===== config.mk =====
export PLATFORM = sky130hd
export DESIGN_NAME = control_signal_unit
export DESIGN_NICKNAME = d
export VERILOG_FILES = /design/src/rtl/control_signal_unit.sv
export SDC_FILE = /design/constraint.sdc
export NUM_CORES = 1
export LEC_CHECK = 0
export ABC_AREA = 1
export CAP_MARGIN = 0
export CORE_AREA = 2 2 39 41
export DETAILED_ROUTE_END_ITERATION = 12
export DIE_AREA = 0 0 41 43
export HOLD_SLACK_MARGIN = 0.05
export PLACE_DENSITY = 0.64
export SETUP_SLACK_MARGIN = 0.2
export SYNTH_ARGS = -nofsm -noshare
export SYNTH_HDL_FRONTEND = slang
export SYNTH_SLANG_ARGS = --single-unit

===== constraint.sdc =====
create_clock -name clk -period 1.1 [get_ports clk]
set_clock_uncertainty 0.1 [all_clocks]
set_input_delay 0.33 -clock clk [delete_from_list [all_inputs] [get_ports clk]]
set_output_delay 0.33 -clock clk [all_outputs]
set_load 0.005 [all_outputs]

===== src/rtl/control_signal_unit.sv =====
// Main control decoder for the 16-bit MIPS-style core: registered datapath
// strobes decoded from the 3-bit opcode, one cycle of latency.
module control_signal_unit (
    input  logic       clk,
    input  logic       rst,
    input  logic [2:0] opcode,
    output logic       jump,
    output logic       branch,
    output logic       memRead,
    output logic       memtoReg,
    output logic       memWrite,
    output logic       ALUsrc,
    output logic       regWrite,
    output logic       sign_or_zero,
    output logic [1:0] ALUop,
    output logic [1:0] regDst
);

    typedef enum logic [2:0] {
        OP_RTYPE = 3'b000,
        OP_SLTIU = 3'b001,
        OP_J     = 3'b010,
        OP_JAL   = 3'b011,
        OP_LW    = 3'b100,
        OP_SW    = 3'b101,
        OP_BEQ   = 3'b110,
        OP_ADDI  = 3'b111
    } opcode_e;

    typedef enum logic [1:0] {
        DST_RT = 2'b00,
        DST_RD = 2'b01,
        DST_RA = 2'b10
    } regdst_e;

    typedef enum logic [1:0] {
        ALU_RTYPE = 2'b00,
        ALU_BEQ   = 2'b01,
        ALU_SLTIU = 2'b10,
        ALU_ADD   = 2'b11
    } aluop_e;

    logic       jump_d, branch_d, memRead_d, memtoReg_d, memWrite_d;
    logic       ALUsrc_d, regWrite_d, sign_or_zero_d;
    logic [1:0] ALUop_d, regDst_d;

    logic       jump_q, branch_q, memRead_q, memtoReg_q, memWrite_q;
    logic       ALUsrc_q, regWrite_q, sign_or_zero_q;
    logic [1:0] ALUop_q, regDst_q;

    // Defaults are the all-zero NOP; an unknown opcode falls to the default arm.
    always_comb begin
        jump_d         = 1'b0;
        branch_d       = 1'b0;
        memRead_d      = 1'b0;
        memtoReg_d     = 1'b0;
        memWrite_d     = 1'b0;
        ALUsrc_d       = 1'b0;
        regWrite_d     = 1'b0;
        sign_or_zero_d = 1'b0;
        ALUop_d        = '0;
        regDst_d       = '0;
        case (opcode)
            OP_RTYPE: begin
                regDst_d       = DST_RD;
                ALUop_d        = ALU_RTYPE;
                regWrite_d     = 1'b1;
                sign_or_zero_d = 1'b1;
            end
            OP_SLTIU: begin
                regDst_d       = DST_RT;
                ALUop_d        = ALU_SLTIU;
                ALUsrc_d       = 1'b1;
                regWrite_d     = 1'b1;
            end
            OP_J: begin
                jump_d         = 1'b1;
                ALUop_d        = ALU_RTYPE;
                sign_or_zero_d = 1'b1;
            end
            OP_JAL: begin
                jump_d         = 1'b1;
                regDst_d       = DST_RA;
                regWrite_d     = 1'b1;
                sign_or_zero_d = 1'b1;
            end
            OP_LW: begin
                ALUop_d        = ALU_ADD;
                ALUsrc_d       = 1'b1;
                memRead_d      = 1'b1;
                memtoReg_d     = 1'b1;
                regWrite_d     = 1'b1;
                regDst_d       = DST_RT;
                sign_or_zero_d = 1'b1;
            end
            OP_SW: begin
                ALUop_d        = ALU_ADD;
                ALUsrc_d       = 1'b1;
                memWrite_d     = 1'b1;
                sign_or_zero_d = 1'b1;
            end
            OP_BEQ: begin
                branch_d       = 1'b1;
                ALUop_d        = ALU_BEQ;
                sign_or_zero_d = 1'b1;
            end
            OP_ADDI: begin
                ALUop_d        = ALU_ADD;
                ALUsrc_d       = 1'b1;
                regWrite_d     = 1'b1;
                regDst_d       = DST_RT;
                sign_or_zero_d = 1'b1;
            end
            default: ;
        endcase
    end

    always_ff @(posedge clk) begin
        if (rst) begin
            jump_q         <= 1'b0;
            branch_q       <= 1'b0;
            memRead_q      <= 1'b0;
            memtoReg_q     <= 1'b0;
            memWrite_q     <= 1'b0;
            ALUsrc_q       <= 1'b0;
            regWrite_q     <= 1'b0;
            sign_or_zero_q <= 1'b0;
            ALUop_q        <= '0;
            regDst_q       <= '0;
        end else begin
            jump_q         <= jump_d;
            branch_q       <= branch_d;
            memRead_q      <= memRead_d;
            memtoReg_q     <= memtoReg_d;
            memWrite_q     <= memWrite_d;
            ALUsrc_q       <= ALUsrc_d;
            regWrite_q     <= regWrite_d;
            sign_or_zero_q <= sign_or_zero_d;
            ALUop_q        <= ALUop_d;
            regDst_q       <= regDst_d;
        end
    end

    assign jump         = jump_q;
    assign branch       = branch_q;
    assign memRead      = memRead_q;
    assign memtoReg     = memtoReg_q;
    assign memWrite     = memWrite_q;
    assign ALUsrc       = ALUsrc_q;
    assign regWrite     = regWrite_q;
    assign sign_or_zero = sign_or_zero_q;
    assign ALUop        = ALUop_q;
    assign regDst       = regDst_q;

endmodule


Word level (Yosys, flattened, before mapping)
Index checks and enable logic that the tools add are counted.
Operators by class
  multiplexer cells: 9
  reductions and logical operators: 6
  equality and inequality tests: 7
Operators by type and width (count)
  $eq 3x3->1 const B: 4
  $mux 1: 7
  $reduce_or 7->1: 1
  $eq 3x2->1 const B: 2
  $pmux 2 s3: 1
  $reduce_or 5->1: 1
  $pmux 2 s2: 1
  $reduce_or 4->1: 1
  $eq 3x1->1 const B: 1
  $logic_not 3->1: 1
  $reduce_or 3->1: 1
  $reduce_or 2->1: 1
Word-level totals
  bits in registers: 11
  word-level logic and storage cells: 31

Logic depth before layout (Yosys ltp)
Gate-level depths: netlist (run 1).
  word-level depth: 3
  gate-level depth with buffers: 4
  mapped depth without buffers: 4

Least setup slack after synthesis (run 1)
Ideal clock, no wire load.
  path type: reg-to-output
  start point: register memtoReg_q, in the netlist memtoReg
  end point: output memtoReg
  arrival time: 0.426 ns
  path slack: 0.244 ns
  cell stages (with the launch flop): 2
  path buffers: 1
  path through: dfxtp_1 > buf_4
RTL lines
  start, declared: RTL line 47  | logic jump_q, branch_q, memRead_q, memtoReg_q, memWrite_q;
  start signal, assigned: RTL line 134  | memtoReg_q <= memtoReg_d;
  end, declared: RTL line 10  | output logic memtoReg,
No word-level cell between the ends.

==> results.py, run 1 <==
metrics = {
    "die": {
        "num_io_pins": 17,
        "die_w_um": 41,
        "initial_core_util": 0.241,
        "core.rowCount": 14,
        "die_area_mm2": 0.00176,
        "die_h_um": 43,
        "core_area_mm2": 0.00138,
    },
    "placed_design": {
        "dp_hpwl_um": 473,
        "port_buffers": 16,
        "dp.cells": 71,
        "gp_congestion": 0.754,
    },
    "drt": {
        "vias": 297,
        "firstDrtPassIters": 2,
        "drt-wirelength-per-cell_um": 8.09,
        "drtAntennaViolNets": 0,
        "finalWirelength_um": 615,
        "drc_errors": 0,
        "via_per_inst": 3.91,
        "drtIter0Drc": 1,
    },
    "worst_hold_path": {
        "hold_path_depth": 3,
        "worstHoldPathType": "in -> reg",
    },
    "synthesis": {
        "syn_area_um2": 334,
        "ys_seq_area_frac": 0.659,
        "syn_nets": 43,
        "synth_cell_types": 9,
        "syn_inst": 38,
        "ys_seq_elements": 11,
        "yosysWarnings": 0,
        "syn_area_per_cell_um2": 8.79,
    },
    "clocking": {
        "cts_max_level": 1,
        "clk_path_buf_depth": 2,
        "cts_tree": "built",
        "cts_made_buffers": 3,
        "clkTransAtPathRegs_ns": 0.06,
        "cts_hold_buf": 0,
        "cts.sinks": 11,
        "root_buffer": "clkbuf_4",
    },
    "global_routing": {
        "track_usage": 0.0786,
        "antenna_found_initial": 0,
        "grt_overflow": 0,
        "grt_max_degree": 7,
        "grt_pass1_vias": 246,
        "grt_pass1_wl_um": 876,
    },
    "critical_path": {
        "crit_end": "memRead",
        "cp_num_buf_inv": 1,
        "worstPathCellList": "buf_2",
        "max_stage_delay_ns": 0.31,
        "cp_slowest_cell": "dfxtp_2",
        "crit_type": "reg -> out",
        "critPathTopFamily": "flip-flops",
        "endpoint_kind": "output port",
        "crit_required_ns": 0.67,
        "start_kind": "register",
        "cp_max_fo": 2,
        "worstPathArrival_ns": 0.69,
        "worstSetupPathDepth": 1,
        "critPathLaunch": "memtoReg",
    },
    "sta": {
        "min_period_ns": 1.12,
        "timing.setup.tns_ns": -0.0603,
        "worstMarginPinSlew_ns": 0.213,
        "post-route-period-util": 1.01,
        "max_freq_mhz": 896,
        "rsz0062_at_grt": "yes",
        "setup_ws_ns": -0.0165,
        "relSlewSlack": 0.858,
        "hold_viol_final": 0,
        "setup_violations": 5,
        "maxSlewViolCount": 0,
    },
    "cells_and_area": {
        "multi_input_area_um2": 93.8,
        "layout_commonest_cell": "buf_2",
        "layout_common_cells": "buf_2 (11), dfxtp_1 (8), nor2_1 (8), nand2_1 (7)",
        "area_growth_pct": 52.4,
        "layout.nets": 66,
        "n_fill_cell": 157,
        "stdcell_count": 76,
        "drive_above_1_share": 0.467,
        "regArea_um2": 224,
        "diodes": 0,
    },
    "pwr": {
        "power_density_mw_per_mm2": 1510,
        "ir_drop_uv": 429,
        "power.leakage_nw": 0.271,
        "clkPwrFrac": 0.341,
        "internal-power_mw": 0.599,
        "switching_share": 0.219,
        "power_switching_mw": 0.168,
        "pwr-share-comb": 0.109,
        "seq_power_share": 0.550,
    },
    "run_status": {
        "violations": "negative setup slack",
        "status": "finished with violations",
    },
    "run": {
        "maxCapViolCount": 0,
    },
}
==> through the flow <==
stage                     area [µm²]  power [mW]  utilization  worst slack (ns)  hold slack [ns]
after floorplan                  334       0.461            -             0.244            0.302
after global placement           522       0.527        0.377            -0.253            0.888
after detailed placement         522       0.530        0.377            -0.286            0.900
after CTS                        489       0.775        0.354           -0.0313            0.385
after global routing             509       0.814        0.368           -0.0554            0.405
final                            509       0.767        0.368           -0.0165            0.381
==> layout make-up <==
cell class,count,area share
timing repair buffer,19,0.248
tap,16,0.0393
multi-input combinational,21,0.184
inverter,5,0.0369
clock buffer,4,0.0516
sequential,11,0.440
==> layer usage <==
metal  global-route usage  part of all wire  vias to the layer above
li1                     -                 -                      156
met1               0.0749              0.43                      126
met2                0.116              0.44                       13
met3               0.0314              0.10                        2
met4               0.0800             0.024                        0
met5                    0                 0                        -
==> cells in the mapped netlist (all sizes together) <==
cell | instances | area (µm²)
nand2 | 9 | 38.8
nor3 | 2 | 10.0
dfxtp | 11 | 220
nor2 | 9 | 33.8
buf | 1 | 7.51
inv | 5 | 18.8
a21oi | 1 | 5.00
==> power by group through the flow <==
| stage | Combinational, mW | Clock [mW] | Sequential [mW] |
|---|---|---|---|
| final | 0.0835 | 0.262 | 0.422 |
| after global routing | 0.0914 | 0.300 | 0.423 |
| after CTS | 0.0774 | 0.277 | 0.421 |
| after detailed placement | 0.0991 | 0 | 0.430 |
| after global placement | 0.0962 | 0 | 0.431 |
| after floorplan | 0.0272 | 0 | 0.434 |
==> how the worst min path moves through the flow <==
stage | to | slack [ns] | from
after global placement | jump | 0.89 | opcode[1]
after CTS | regDst[1] | 0.38 | opcode[1]
after detailed placement | regDst[1] | 0.90 | opcode[1]
after floorplan | memtoReg | 0.30 | rst
final | regDst[1] | 0.38 | opcode[1]
after global routing | regDst[1] | 0.40 | opcode[1]
==> registers in the layout, indices dropped and copies added (netlist names) <==
register / cells
ALUop: 2
memtoReg: 1
branch: 1
ALUsrc: 1
regWrite: 1
memWrite: 1
regDst: 2
sign_or_zero: 1
jump: 1
==> repair_timing <==
item,in CTS,in global routing
endpoints found under the setup margin,23,14
buffers inserted,0,1
resized for setup,56,5
pin swaps,0,0
cloned,0,0
==> logic make-up after synthesis <==
family | count (synthesis) | synth area share
buf+inv | 6 | 0.0787
simple gates | 20 | 0.247
flops | 11 | 0.659
compound gates | 1 | 0.0150
Power figures use the tool's default switching activity.
==> inputs of run 2 (changes only) <==
==> constraint.sdc (replaced) <==
create_clock -name clk -period 1.1 [get_ports clk]
set_clock_uncertainty 0.1 [all_clocks]
set_input_delay 0.33 -clock clk [delete_from_list [all_inputs] [get_ports clk]]
set_output_delay 0.33 -clock clk [all_outputs]
set_load 0.02 [all_outputs]
==> results.py, run 2 (synthesis gave the netlist of run 1 again) <==
metrics = {
    "die": {
        "initial_core_util": 0.241,
        "die_area_mm2": 0.00176,
        "die_h_um": 43,
        "core_area_mm2": 0.00138,
        "core.rowCount": 14,
        "die_w_um": 41,
        "num_io_pins": 17,
    },
    "clocking": {
        "clkTransAtPathRegs_ns": 0.06,
        "cts_tree": "built",
        "cts_made_buffers": 3,
        "clk_path_buf_depth": 2,
        "cts_max_level": 1,
        "cts.sinks": 11,
        "cts_hold_buf": 0,
        "root_buffer": "clkbuf_4",
    },
    "critical_path": {
        "worstPathArrival_ns": 0.73,
        "cp_slowest_cell": "dfxtp_4",
        "worstPathCellList": "buf_6",
        "critPathTopFamily": "flip-flops",
        "worstSetupPathDepth": 1,
        "crit_required_ns": 0.67,
        "crit_type": "reg -> out",
        "cp_max_fo": 2,
        "cp_num_buf_inv": 1,
        "endpoint_kind": "output port",
        "start_kind": "register",
        "max_stage_delay_ns": 0.34,
    },
    "run_status": {
        "status": "finished with violations",
        "violations": "negative setup slack",
    },
    "sta": {
        "max_freq_mhz": 865,
        "maxSlewViolCount": 0,
        "rsz0062_at_grt": "yes",
        "hold_viol_final": 0,
        "setup_violations": 12,
        "min_period_ns": 1.16,
        "timing.setup.tns_ns": -0.345,
        "post-route-period-util": 1.05,
        "worstMarginPinSlew_ns": 0.209,
        "relSlewSlack": 0.861,
        "setup_ws_ns": -0.0557,
    },
    "pwr": {
        "clkPwrFrac": 0.317,
        "power_switching_mw": 0.190,
        "ir_drop_uv": 766,
        "power.leakage_nw": 0.286,
        "internal-power_mw": 0.620,
        "pwr-share-comb": 0.155,
        "seq_power_share": 0.527,
        "switching_share": 0.234,
        "power_density_mw_per_mm2": 1380,
    },
    "worst_hold_path": {
        "hold_path_depth": 3,
        "worstHoldPathType": "in -> reg",
    },
    "placed_design": {
        "place_area_um2": 526,
        "dp_hpwl_um": 480,
        "dp.cells": 71,
        "gp_congestion": 0.722,
        "port_buffers": 16,
    },
    "cells_and_area": {
        "regArea_um2": 236,
        "area_growth_pct": 76.0,
        "stdcell_count": 76,
        "layout.nets": 66,
        "diodes": 0,
        "fin_area_um2": 588,
        "drive_above_1_share": 0.617,
        "n_fill_cell": 150,
        "multi_input_area_um2": 96.3,
        "layout_common_cells": "buf_6 (12), dfxtp_2 (10), nor2_1 (9), nand2_1 (7)",
        "finish.utilization": 0.425,
        "layout_commonest_cell": "buf_6",
    },
    "global_routing": {
        "grt_overflow": 0,
        "antenna_found_initial": 0,
        "grt_max_degree": 7,
        "grt_pass1_wl_um": 890,
        "track_usage": 0.0818,
        "grt_pass1_vias": 218,
    },
    "drt": {
        "drt-wirelength-per-cell_um": 7.88,
        "via_per_inst": 3.89,
        "drc_errors": 0,
        "finalWirelength_um": 599,
        "vias": 296,
        "drtAntennaViolNets": 0,
        "drtIter0Drc": 1,
        "firstDrtPassIters": 2,
    },
    "run": {
        "maxCapViolCount": 0,
    },
}
## run 2: changes by cell type in the layout (fill, tap and decap cells not counted)
cell / before / now
buf_2: 11 / 0
buf_6: 1 / 12
dfxtp_1: 8 / 0
dfxtp_2: 3 / 10
clkbuf_2: 0 / 1
clkdlybuf4s15_1: 2 / 1
dfxtp_4: 0 / 1
nor2_1: 8 / 9
nor2_2: 1 / 0
nor3_1: 2 / 1
nor3_2: 0 / 1
## run 2: power groups by stage
stage / Sequential, mW / Combinational (mW) / Clock (mW)
after floorplan: 0.454 / 0.0289 / 0
after global placement: 0.429 / 0.119 / 0
after detailed placement: 0.429 / 0.122 / 0
after CTS: 0.427 / 0.123 / 0.269
after global routing: 0.428 / 0.136 / 0.290
final: 0.427 / 0.126 / 0.257
## run 2: what timing repair did
action	CTS	global route
pin swaps	0	1
gates resized for setup	88	4
setup endpoints to repair	23	15
setup buffers	0	1
## run 2: cell type report
| class | instances | share of cell area |
|---|---|---|
| Multi-Input combinational cell | 21 | 0.164 |
| Inverter | 5 | 0.0319 |
| Timing Repair Buffer | 19 | 0.323 |
| Tap cell | 16 | 0.0340 |
| Clock buffer | 4 | 0.0447 |
| Sequential cell | 11 | 0.402 |
## run 2: metrics by stage
| stage | setup slack (ns) | hold WS [ns] | total power [mW] |
|---|---|---|---|
| after global routing | -0.0793 | 0.254 | 0.855 |
| after global placement | -0.256 | 0.883 | 0.548 |
| after detailed placement | -0.291 | 0.896 | 0.551 |
| after floorplan | 0.192 | 0.292 | 0.483 |
| after CTS | -0.0655 | 0.379 | 0.819 |
| final | -0.0557 | 0.244 | 0.810 |
## run 2: worst paths after layout
kind | start | end | slack [ns]
worst max-delay path | memtoReg | memRead | -0.06
worst min-delay path | opcode[1] | branch | 0.24
## run 2: metal layers
metal  GRT usage  up-vias  routed length [µm]
met5           0        -                   0
met4      0.0800        0                  21
met3      0.0471        4                  53
met2       0.100       13                 279
met1      0.0918      123                 246
li1            -      156                   -
==> inputs of run 3 (changes only) <==
Settings changed: CAP_MARGIN 0 to 40, CELL_PAD_IN_SITES_DETAIL_PLACEMENT set to 1, CELL_PAD_IN_SITES_GLOBAL_PLACEMENT set to 1, PLACE_DENSITY 0.64 to 0.85.
==> results.py, run 3 (synthesis gave the netlist of run 1 again) <==
metrics = {
    "die": {
        "die_area_mm2": 0.00176,
        "core.rowCount": 14,
        "num_io_pins": 17,
        "die_h_um": 43,
        "die_w_um": 41,
        "core_area_mm2": 0.00138,
        "initial_core_util": 0.241,
    },
    "clocking": {
        "cts_made_buffers": 3,
        "root_buffer": "clkbuf_4",
        "clk_path_buf_depth": 2,
        "cts_max_level": 1,
        "cts_tree": "built",
        "cts.sinks": 11,
        "cts_hold_buf": 0,
        "clkTransAtPathRegs_ns": 0.06,
    },
    "drt": {
        "drt-wirelength-per-cell_um": 8.57,
        "finalWirelength_um": 651,
        "firstDrtPassIters": 1,
        "drc_errors": 0,
        "drtAntennaViolNets": 0,
        "drtIter0Drc": 0,
        "via_per_inst": 4.00,
        "vias": 304,
    },
    "sta": {
        "maxSlewViolCount": 0,
        "setup_violations": 12,
        "rsz0062_at_grt": "yes",
        "hold_viol_final": 0,
        "worstMarginPinSlew_ns": 0.234,
        "min_period_ns": 1.16,
        "max_freq_mhz": 863,
        "setup_ws_ns": -0.0581,
        "timing.setup.tns_ns": -0.368,
        "relSlewSlack": 0.844,
        "post-route-period-util": 1.05,
    },
    "critical_path": {
        "crit_type": "reg -> out",
        "cp_slowest_cell": "dfxtp_4",
        "worstPathArrival_ns": 0.73,
        "worstPathCellList": "buf_6",
        "critPathTopFamily": "flip-flops",
        "worstSetupPathDepth": 1,
        "crit_required_ns": 0.67,
        "cp_max_fo": 2,
        "max_stage_delay_ns": 0.35,
        "cp_num_buf_inv": 1,
        "endpoint_kind": "output port",
        "start_kind": "register",
    },
    "pwr": {
        "ir_drop_uv": 520,
        "power.leakage_nw": 0.285,
        "p_total_mw": 0.815,
        "power_density_mw_per_mm2": 1390,
    },
    "global_routing": {
        "grt_pass1_wl_um": 1080,
        "grt_pass1_vias": 299,
        "track_usage": 0.0937,
        "grt_max_degree": 7,
        "grt_overflow": 0,
        "antenna_found_initial": 0,
    },
    "cells_and_area": {
        "finish.utilization": 0.425,
        "n_fill_cell": 172,
        "drive_above_1_share": 0.633,
        "stdcell_count": 76,
        "multi_input_area_um2": 96.3,
        "layout_common_cells": "buf_6 (12), dfxtp_2 (10), nor2_1 (8), nand2_1 (6)",
        "area_growth_pct": 76.0,
        "layout.nets": 66,
        "regArea_um2": 236,
        "diodes": 0,
        "layout_commonest_cell": "buf_6",
    },
    "run_status": {
        "violations": "negative setup slack",
        "status": "finished with violations",
    },
    "worst_hold_path": {
        "worstHoldPathType": "in -> reg",
        "hold_path_depth": 3,
    },
    "placed_design": {
        "dp_hpwl_um": 553,
        "gp_congestion": 0.754,
        "port_buffers": 16,
        "dp.cells": 71,
    },
    "run": {
        "maxCapViolCount": 0,
    },
}
## run 3: changes by cell type in the layout (fill, tap and decap cells not counted)
cell / previous run / this run
nor3_1: 1 / 2
nand2_2: 2 / 3
nor2_1: 9 / 8
nor3_2: 1 / 0
nand2_1: 7 / 6
nor2_2: 0 / 1
## run 3: per-stage QoR
step / area [µm²] / hold slack, ns / setup WS (ns)
floorplan: 342 / 0.292 / 0.192
global placement: 526 / 0.887 / -0.257
detailed placement: 526 / 0.890 / -0.329
CTS: 581 / 0.393 / -0.0701
global route: 588 / 0.241 / -0.0924
finish: 588 / 0.234 / -0.0581
## run 3: area by class of cell
type                    count  share of cell area
clock buffers               4              0.0447
inverters                   5              0.0319
repair buffers             19               0.323
multi-input cells          21               0.164
well taps                  16              0.0340
flip-flops and latches     11               0.402
## run 3: worst paths after layout
path,start,end,slack [ns]
worst min-delay path,opcode[1],regDst[1],0.23
worst max-delay path,memtoReg,memRead,-0.06
## run 3: repair_timing
action,CTS,global route
buffers inserted,0,1
gates resized for setup,89,4
endpoints found under the setup margin,23,15
gates cloned,0,0
pin swaps,1,0
## run 3: power breakdown
| group | switching (mW) | leakage, nW | total (mW) | internal [mW] |
|---|---|---|---|---|
| clock network | 0.121 | 0.0150 | 0.262 | 0.140 |
| registers | 0.00816 | 0.0947 | 0.427 | 0.419 |
| logic | 0.0653 | 0.175 | 0.127 | 0.0614 |
## run 3: layer usage
layer | wire, µm | track usage | up-vias
met1 | 277 | 0.101 | 131
met3 | 40 | 0.0314 | 2
met2 | 319 | 0.138 | 14
li1 | - | - | 157
met4 | 14 | 0.0800 | 0
met5 | 0 | 0 | -
